`src/rtl/adc_cfg_pkg.sv`:
```
// Shared types for the ADC configuration sequencer: state encoding, strobe bundle
// and a constant-evaluable clog2.
package adc_cfg_pkg;

    localparam int unsigned SCNT_W = 6;

    typedef enum logic [2:0] {
        ST_IDLE      = 3'd0,
        ST_LOAD      = 3'd1,
        ST_SHIFT     = 3'd2,
        ST_INCR      = 3'd3,
        ST_END       = 3'd4,
        ST_NEXT_CHIP = 3'd5,
        ST_DONE      = 3'd6
    } state_e;

    typedef struct packed {
        logic load;
        logic scken;
        logic shen;
        logic busy;
        logic done;
    } strobe_t;

    function automatic int unsigned clog2(input int unsigned n);
        int unsigned v;
        int unsigned r;
        v = (n > 1) ? n - 1 : 0;
        r = 0;
        while (v > 0) begin
            v = v >> 1;
            r = r + 1;
        end
        return r;
    endfunction

endpackage

```
`src/rtl/tmr_vote.sv`:
```
// Bitwise 2-of-3 majority voter.
module tmr_vote #(
    parameter int unsigned W = 1
) (
    input  logic [W-1:0] a,
    input  logic [W-1:0] b,
    input  logic [W-1:0] c,
    output logic [W-1:0] y
);

    assign y = (a & b) | (a & c) | (b & c);

endmodule

```
`src/rtl/adc_config_seq.sv`:
```
// Streams ROM words ADR_FIRST..ADR_LAST into each of NCHIP ADCs in turn, with
// abort, busy, and optional triplicated state voted back into a single view.
module adc_config_seq
    import adc_cfg_pkg::*;
#(
    parameter int unsigned   NCHIP     = 1,
    parameter int unsigned   AW        = 5,
    parameter logic [AW-1:0] ADR_FIRST = '0,
    parameter logic [AW-1:0] ADR_LAST  = AW'(16),
    parameter int unsigned   SHIFT_LEN = 46,
    parameter bit            TMR       = 1'b1
) (
    input  logic             CLK,
    input  logic             RST,
    input  logic             INIT,
    input  logic             ABORT,
    output logic [AW-1:0]    ADR,
    output logic [((NCHIP > 1) ? clog2(NCHIP) : 1)-1:0] CHIP,
    output logic [NCHIP-1:0] CS_N,
    output logic             LOAD,
    output logic             SCKEN,
    output logic             SHEN,
    output logic             BUSY,
    output logic             DONE
);

    localparam int unsigned CW = (NCHIP > 1) ? clog2(NCHIP) : 1;
    localparam int unsigned SW = $bits(strobe_t);

    logic [2:0]        state1_q, state2_q, state3_q, state_v;
    logic [AW-1:0]     adr1_q, adr2_q, adr3_q, adr_v;
    logic [CW-1:0]     chip1_q, chip2_q, chip3_q, chip_v;
    logic [SCNT_W-1:0] scntr1_q, scntr2_q, scntr3_q, scntr_v;
    logic [NCHIP-1:0]  csn1_q, csn2_q, csn3_q, csn_v;
    strobe_t           strb1_q, strb2_q, strb3_q, strb_v;

    state_e            state_d;
    logic [AW-1:0]     adr_d;
    logic [CW-1:0]     chip_d;
    logic [SCNT_W-1:0] scntr_d;
    logic [NCHIP-1:0]  csn_d;
    strobe_t           strb_d;
    logic              cs_sel;

    // Every copy is read only through its voter, so a single upset never propagates.
    tmr_vote #(.W(3))      u_vote_state (.a(state1_q), .b(state2_q), .c(state3_q), .y(state_v));
    tmr_vote #(.W(AW))     u_vote_adr   (.a(adr1_q),   .b(adr2_q),   .c(adr3_q),   .y(adr_v));
    tmr_vote #(.W(CW))     u_vote_chip  (.a(chip1_q),  .b(chip2_q),  .c(chip3_q),  .y(chip_v));
    tmr_vote #(.W(SCNT_W)) u_vote_scntr (.a(scntr1_q), .b(scntr2_q), .c(scntr3_q), .y(scntr_v));
    tmr_vote #(.W(NCHIP))  u_vote_csn   (.a(csn1_q),   .b(csn2_q),   .c(csn3_q),   .y(csn_v));
    tmr_vote #(.W(SW))     u_vote_strb  (.a(strb1_q),  .b(strb2_q),  .c(strb3_q),  .y(strb_v));

    // Next state, counters, then outputs decoded from the next state.
    always_comb begin
        state_d = ST_IDLE;
        adr_d   = adr_v;
        chip_d  = chip_v;
        scntr_d = '0;
        strb_d  = '0;
        csn_d   = '1;
        cs_sel  = 1'b0;

        case (state_v)
            ST_IDLE: begin
                state_d = INIT ? ST_LOAD : ST_IDLE;
            end
            ST_LOAD: begin
                state_d = ST_SHIFT;
            end
            ST_SHIFT: begin
                if (scntr_v == SCNT_W'(SHIFT_LEN - 1)) begin
                    state_d = (adr_v == ADR_LAST) ? ST_END : ST_INCR;
                end else begin
                    state_d = ST_SHIFT;
                    scntr_d = scntr_v + SCNT_W'(1);
                end
            end
            ST_INCR: begin
                state_d = ST_LOAD;
                adr_d   = adr_v + AW'(1);
            end
            ST_END: begin
                state_d = (chip_v != CW'(NCHIP - 1)) ? ST_NEXT_CHIP : ST_DONE;
            end
            ST_NEXT_CHIP: begin
                state_d = ST_LOAD;
                chip_d  = chip_v + CW'(1);
                adr_d   = ADR_FIRST;
            end
            ST_DONE: begin
                state_d = INIT ? ST_DONE : ST_IDLE;
            end
            default: begin
                state_d = ST_IDLE;
            end
        endcase

        if (ABORT) begin
            state_d = ST_IDLE;
        end

        // IDLE always carries reset values, so abort in IDLE changes nothing.
        if (state_d == ST_IDLE) begin
            adr_d   = ADR_FIRST;
            chip_d  = '0;
            scntr_d = '0;
        end

        case (state_d)
            ST_LOAD: begin
                strb_d.load  = 1'b1;
                strb_d.scken = 1'b1;
                strb_d.busy  = 1'b1;
                cs_sel       = 1'b1;
            end
            ST_SHIFT: begin
                strb_d.scken = 1'b1;
                strb_d.shen  = 1'b1;
                strb_d.busy  = 1'b1;
                cs_sel       = 1'b1;
            end
            ST_INCR: begin
                strb_d.scken = 1'b1;
                strb_d.busy  = 1'b1;
                cs_sel       = 1'b1;
            end
            ST_END: begin
                strb_d.scken = 1'b1;
                strb_d.busy  = 1'b1;
            end
            ST_NEXT_CHIP: begin
                strb_d.busy  = 1'b1;
            end
            ST_DONE: begin
                strb_d.done  = 1'b1;
            end
            default: begin
            end
        endcase

        for (int unsigned i = 0; i < NCHIP; i++) begin
            csn_d[i] = !(cs_sel && (chip_d == CW'(i)));
        end
    end

    always_ff @(posedge CLK or posedge RST) begin : p_copy1
        if (RST) begin
            state1_q <= ST_IDLE;
            adr1_q   <= ADR_FIRST;
            chip1_q  <= '0;
            scntr1_q <= '0;
            csn1_q   <= '1;
            strb1_q  <= '0;
        end else begin
            state1_q <= state_d;
            adr1_q   <= adr_d;
            chip1_q  <= chip_d;
            scntr1_q <= scntr_d;
            csn1_q   <= csn_d;
            strb1_q  <= strb_d;
        end
    end

    generate
        if (TMR) begin : g_tmr
            always_ff @(posedge CLK or posedge RST) begin : p_copy23
                if (RST) begin
                    state2_q <= ST_IDLE;
                    adr2_q   <= ADR_FIRST;
                    chip2_q  <= '0;
                    scntr2_q <= '0;
                    csn2_q   <= '1;
                    strb2_q  <= '0;
                    state3_q <= ST_IDLE;
                    adr3_q   <= ADR_FIRST;
                    chip3_q  <= '0;
                    scntr3_q <= '0;
                    csn3_q   <= '1;
                    strb3_q  <= '0;
                end else begin
                    state2_q <= state_d;
                    adr2_q   <= adr_d;
                    chip2_q  <= chip_d;
                    scntr2_q <= scntr_d;
                    csn2_q   <= csn_d;
                    strb2_q  <= strb_d;
                    state3_q <= state_d;
                    adr3_q   <= adr_d;
                    chip3_q  <= chip_d;
                    scntr3_q <= scntr_d;
                    csn3_q   <= csn_d;
                    strb3_q  <= strb_d;
                end
            end
        end else begin : g_single
            assign state2_q = state1_q;
            assign adr2_q   = adr1_q;
            assign chip2_q  = chip1_q;
            assign scntr2_q = scntr1_q;
            assign csn2_q   = csn1_q;
            assign strb2_q  = strb1_q;
            assign state3_q = state1_q;
            assign adr3_q   = adr1_q;
            assign chip3_q  = chip1_q;
            assign scntr3_q = scntr1_q;
            assign csn3_q   = csn1_q;
            assign strb3_q  = strb1_q;
        end
    endgenerate

    assign ADR   = adr_v;
    assign CHIP  = chip_v;
    assign CS_N  = csn_v;
    assign LOAD  = strb_v.load;
    assign SCKEN = strb_v.scken;
    assign SHEN  = strb_v.shen;
    assign BUSY  = strb_v.busy;
    assign DONE  = strb_v.done;

endmodule
```
`config.mk`:
```
export PLATFORM = sky130hd
export DESIGN_NAME = adc_config_seq
export DESIGN_NICKNAME = d
export VERILOG_FILES = /design/src/rtl/adc_cfg_pkg.sv /design/src/rtl/tmr_vote.sv /design/src/rtl/adc_config_seq.sv
export SDC_FILE = /design/constraint.sdc
export NUM_CORES = 1
export LEC_CHECK = 0
export ABC_AREA = 1
export CORE_MARGIN = 5
export CORE_UTILIZATION = 29
export DETAILED_ROUTE_END_ITERATION = 10
export SLEW_MARGIN = 20
export SYNTH_ARGS = -nofsm -noshare
export SYNTH_HDL_FRONTEND = slang
export SYNTH_SLANG_ARGS = --single-unit
```
`constraint.sdc`:
```
create_clock -name CLK -period 1.5 [get_ports CLK]
set_clock_uncertainty 0.1 [all_clocks]
set_input_delay 0.3 -clock CLK [delete_from_list [all_inputs] [get_ports CLK]]
set_output_delay 0.3 -clock CLK [all_outputs]
set_load 0.005 [all_outputs]
```
==> run summary <==
Switching power = 0.3129 mW
Final wirelength = 2802 um
Syn nets = 169
R2R Path End = scntr3_q[3]
DR vias = 1181
FF-to-FF path depth = 11
Switching share of power = 26.40%
Pint = 0.8723 mW
Seq. cell area = 528.0 um2
Residual DRC = 0
Tightest Pin Transition = 281.9 ps
Initial Utilization = 29.34%
Mapped Area = 1260 um2
Dpl ws = -343.1 ps
First-pass GRT wire length = 4850 um
Num CTS Buffers = 3
Crit path DAT = 1700 ps
Synth Flop Type = dfrtp_1
DRT antenna net count = 0
Sequential share of power = 50.9%
Total power = 1.185 mW
Final Slew Violations = 0
FF+latch count, synth = 21
Starting DRC count in detailed routing = 33
Avg Inst Size Synth = 7.826 um2
Layout cells sized above 1 = 41.52%
Longest Clk Path Bufs = 2
Critical Path RT = 1560 ps
GRT Total Usage = 10.10%
CTS clk-pin slew, worst paths = 80 ps
Cells after Synth = 161
Fmax = 607.6 MHz
Post-cts hold buffer count = 0
Launch point of the worst reg-to-reg path = scntr3_q[1]
Htree depth = 1
Comb power frac = 18.3%
GRT overflow = 0
RSZ-0062 raised after global routing = yes
DR pass1 iterations = 4
Multi-input gate area = 630.6 um2
Critical Path Fanout Max = 7
Status = complete, but fails checks
Setup violations, final = 19
Slew margin rel. = 81.20%
Core ar. = 4294 um2
Clock tree sinks = 21
Final worst setup slack = -145.9 ps
Filler cell count in the final layout = 439
Ant diodes = 0
Worst setup startpoint = scntr3_q[1]
Max_cap viols = 0
Power Density = 623.6 nW/um2
Leak Pwr = 1.113 nW
Root buffer cell = clkbuf_8
Layout area overhead = 50.84%
Overall die height = 75.92 um
Crit path capture = scntr3_q[3]
Die area = 5763 um2
Startpoint Class = flop
Largest net degree at the start of global routing = 22
Post-DP HPWL = 2027 um
Period utilization = 109.7%
Crit. End Element = flop
Setup TNS = -2267 ps
I/O Buffers = 15
Post-synthesis sequential area ratio = 41.81%
Worst-Skew Late Latency = 260 ps
Die X = 75.92 um
Dpl cells = 262
Final hold vios = 0
R2R Setup Slk = -150 ps
Critical path type = flop to flop
CTS tree = built
Avg WL per Cell = 10.15 um
Vias in the first global route = 1102
Post-synth ARST share = 100.0%
Layout Nets = 233
Placer Congestion = 0.8125
Via density = 4.279
Initial antenna violation count = 0
Hold crit path type = primary input to async pin
Post-route minimum period = 1646 ps
WHS = 270.9 ps
Synth unique cells = 25
Row Count = 24
Violated checks = negative setup slack
Non-Filler Instances = 276
Max rail drop VDD = 0.3329 mV
Clk pwr share = 30.9%
# IOs = 16
Ys Warns = 0
Post-synth EDFFs = 0
-- registers in the layout, summed over array words and instances (netlist names) --
register,cells
state3_q,3
chip3_q,1
adr3_q,5
csn3_q,1
strb3_q,5
scntr3_q,6
-- stage by stage --
step,util [%],cell area (um2)
after CTS,43.36,1862
after detailed placement,39.92,1714
after floorplan,-,1260
final,44.26,1901
after global routing,44.26,1901
after global placement,39.92,1714
-- worst max-delay path, stage by stage, from the launching register on --
cell and delay [ps]:
dfrtp_1 380, inv_1 60, ha_1 150, nand3_2 100, nor2_4 130, nand2_1 70
nand2_1 70, nand2_2 80, nand2_4 120, nand3_4 160, nand2_2 110, inv_2 30
-- power by group through the flow --
stage	Combinational, mW	Sequential (mW)	Clock, mW
after floorplan	0.114	0.614	0
after global placement	0.196	0.614	0
after detailed placement	0.197	0.612	0
after CTS	0.213	0.602	0.378
after global routing	0.240	0.605	0.395
final	0.217	0.603	0.366
-- kinds of logic (layout without fill, tap and decap cells) --
group / count (synthesis) / in the layout / synth area share [%]
simple gates: 86 / 87 / 34.46
xor+xnor: 4 / 4 / 2.781
buf+inv: 39 / 101 / 13.51
flops: 21 / 21 / 41.81
compound gates: 7 / 7 / 3.476
fa+ha+maj: 4 / 4 / 3.972
-- Yosys cell counts (2+ instances only) --
cell / count / area share [%]
nand2_2: 12 / 6.0
ha_1: 4 / 4.0
xnor2_1: 2 / 1.4
inv_1: 26 / 7.7
xor2_1: 2 / 1.4
inv_2: 11 / 3.3
o21ai_0: 3 / 1.2
nand2_1: 34 / 10
nand2_4: 3 / 2.7
nand4_1: 2 / 0.99
nor2_1: 12 / 3.6
dfrtp_1: 20 / 40
nor3_1: 8 / 3.2
nand3_1: 11 / 4.4
-- worst min path at each step --
stage | from | slack (ps) | endpoint | depth (start not counted)
5_1_grt | RST | 310 | strb3_q[0] | 3
6_report | RST | 270 | state3_q[2] | 3
3_5_place_dp | scntr3_q[0] | 550 | scntr3_q[0] | 4
2_1_floorplan | RST | 180 | adr3_q[0] | 1
4_1_cts | RST | 280 | strb3_q[0] | 3
3_3_place_gp | scntr3_q[0] | 540 | scntr3_q[0] | 4
-- cells in the final DEF (no fill, tap or decap) --
| cell type | n |
|---|---|
| nor2_1 | 10 |
| nand2_2 | 12 |
| o21a_1 | 1 |
| clkinv_2 | 1 |
| nand4_1 | 2 |
| dfrtp_1 | 19 |
| nand3_4 | 2 |
| clkbuf_2 | 1 |
| o21ai_0 | 3 |
| nor3_1 | 6 |
| nand3_2 | 2 |
| clkdlybuf4s50_1 | 3 |
| xor2_1 | 2 |
| buf_6 | 4 |
| ha_4 | 1 |
| nand3_1 | 10 |
| buf_4 | 41 |
| nor2_4 | 3 |
| nor3_2 | 2 |
| o211ai_1 | 1 |
| clkbuf_8 | 3 |
| dfrtp_2 | 1 |
| o22ai_1 | 1 |
| inv_1 | 24 |
| o31ai_1 | 1 |
| nand2_1 | 33 |
| dlygate4sd2_1 | 7 |
| inv_2 | 13 |
| dlymetal6s2s_1 | 3 |
| nor2_2 | 1 |
| dfstp_2 | 1 |
| xnor2_1 | 2 |
| buf_2 | 1 |
| ha_1 | 3 |
| nand2_4 | 4 |
-- final cells by class --
class,instances,area share (%)
Inverter,37,7.307
Clock buffer,3,2.172
Clock inverter,1,0.2633
Sequential cell,21,27.78
Timing Repair Buffer,60,25.87
Multi-Input combinational cell,102,33.18
Tap cell,52,3.423
-- layer usage --
layer / track usage [%] / share of wire [%]
met3: 1.659 / 2.7
met1: 13.95 / 48
met2: 16.01 / 49
met5: 0 / 0
met4: 3.203 / 0.36
-- repair_timing --
| item | in CTS | in global routing |
|---|---|---|
| buffers inserted | 6 | 3 |
| endpoints found under the setup margin | 29 | 25 |
| pin swaps | 8 | 1 |
| cloned | 1 | 0 |
| gates resized for setup | 28 | 8 |
No activity file was read; power rests on OpenSTA's default activity.
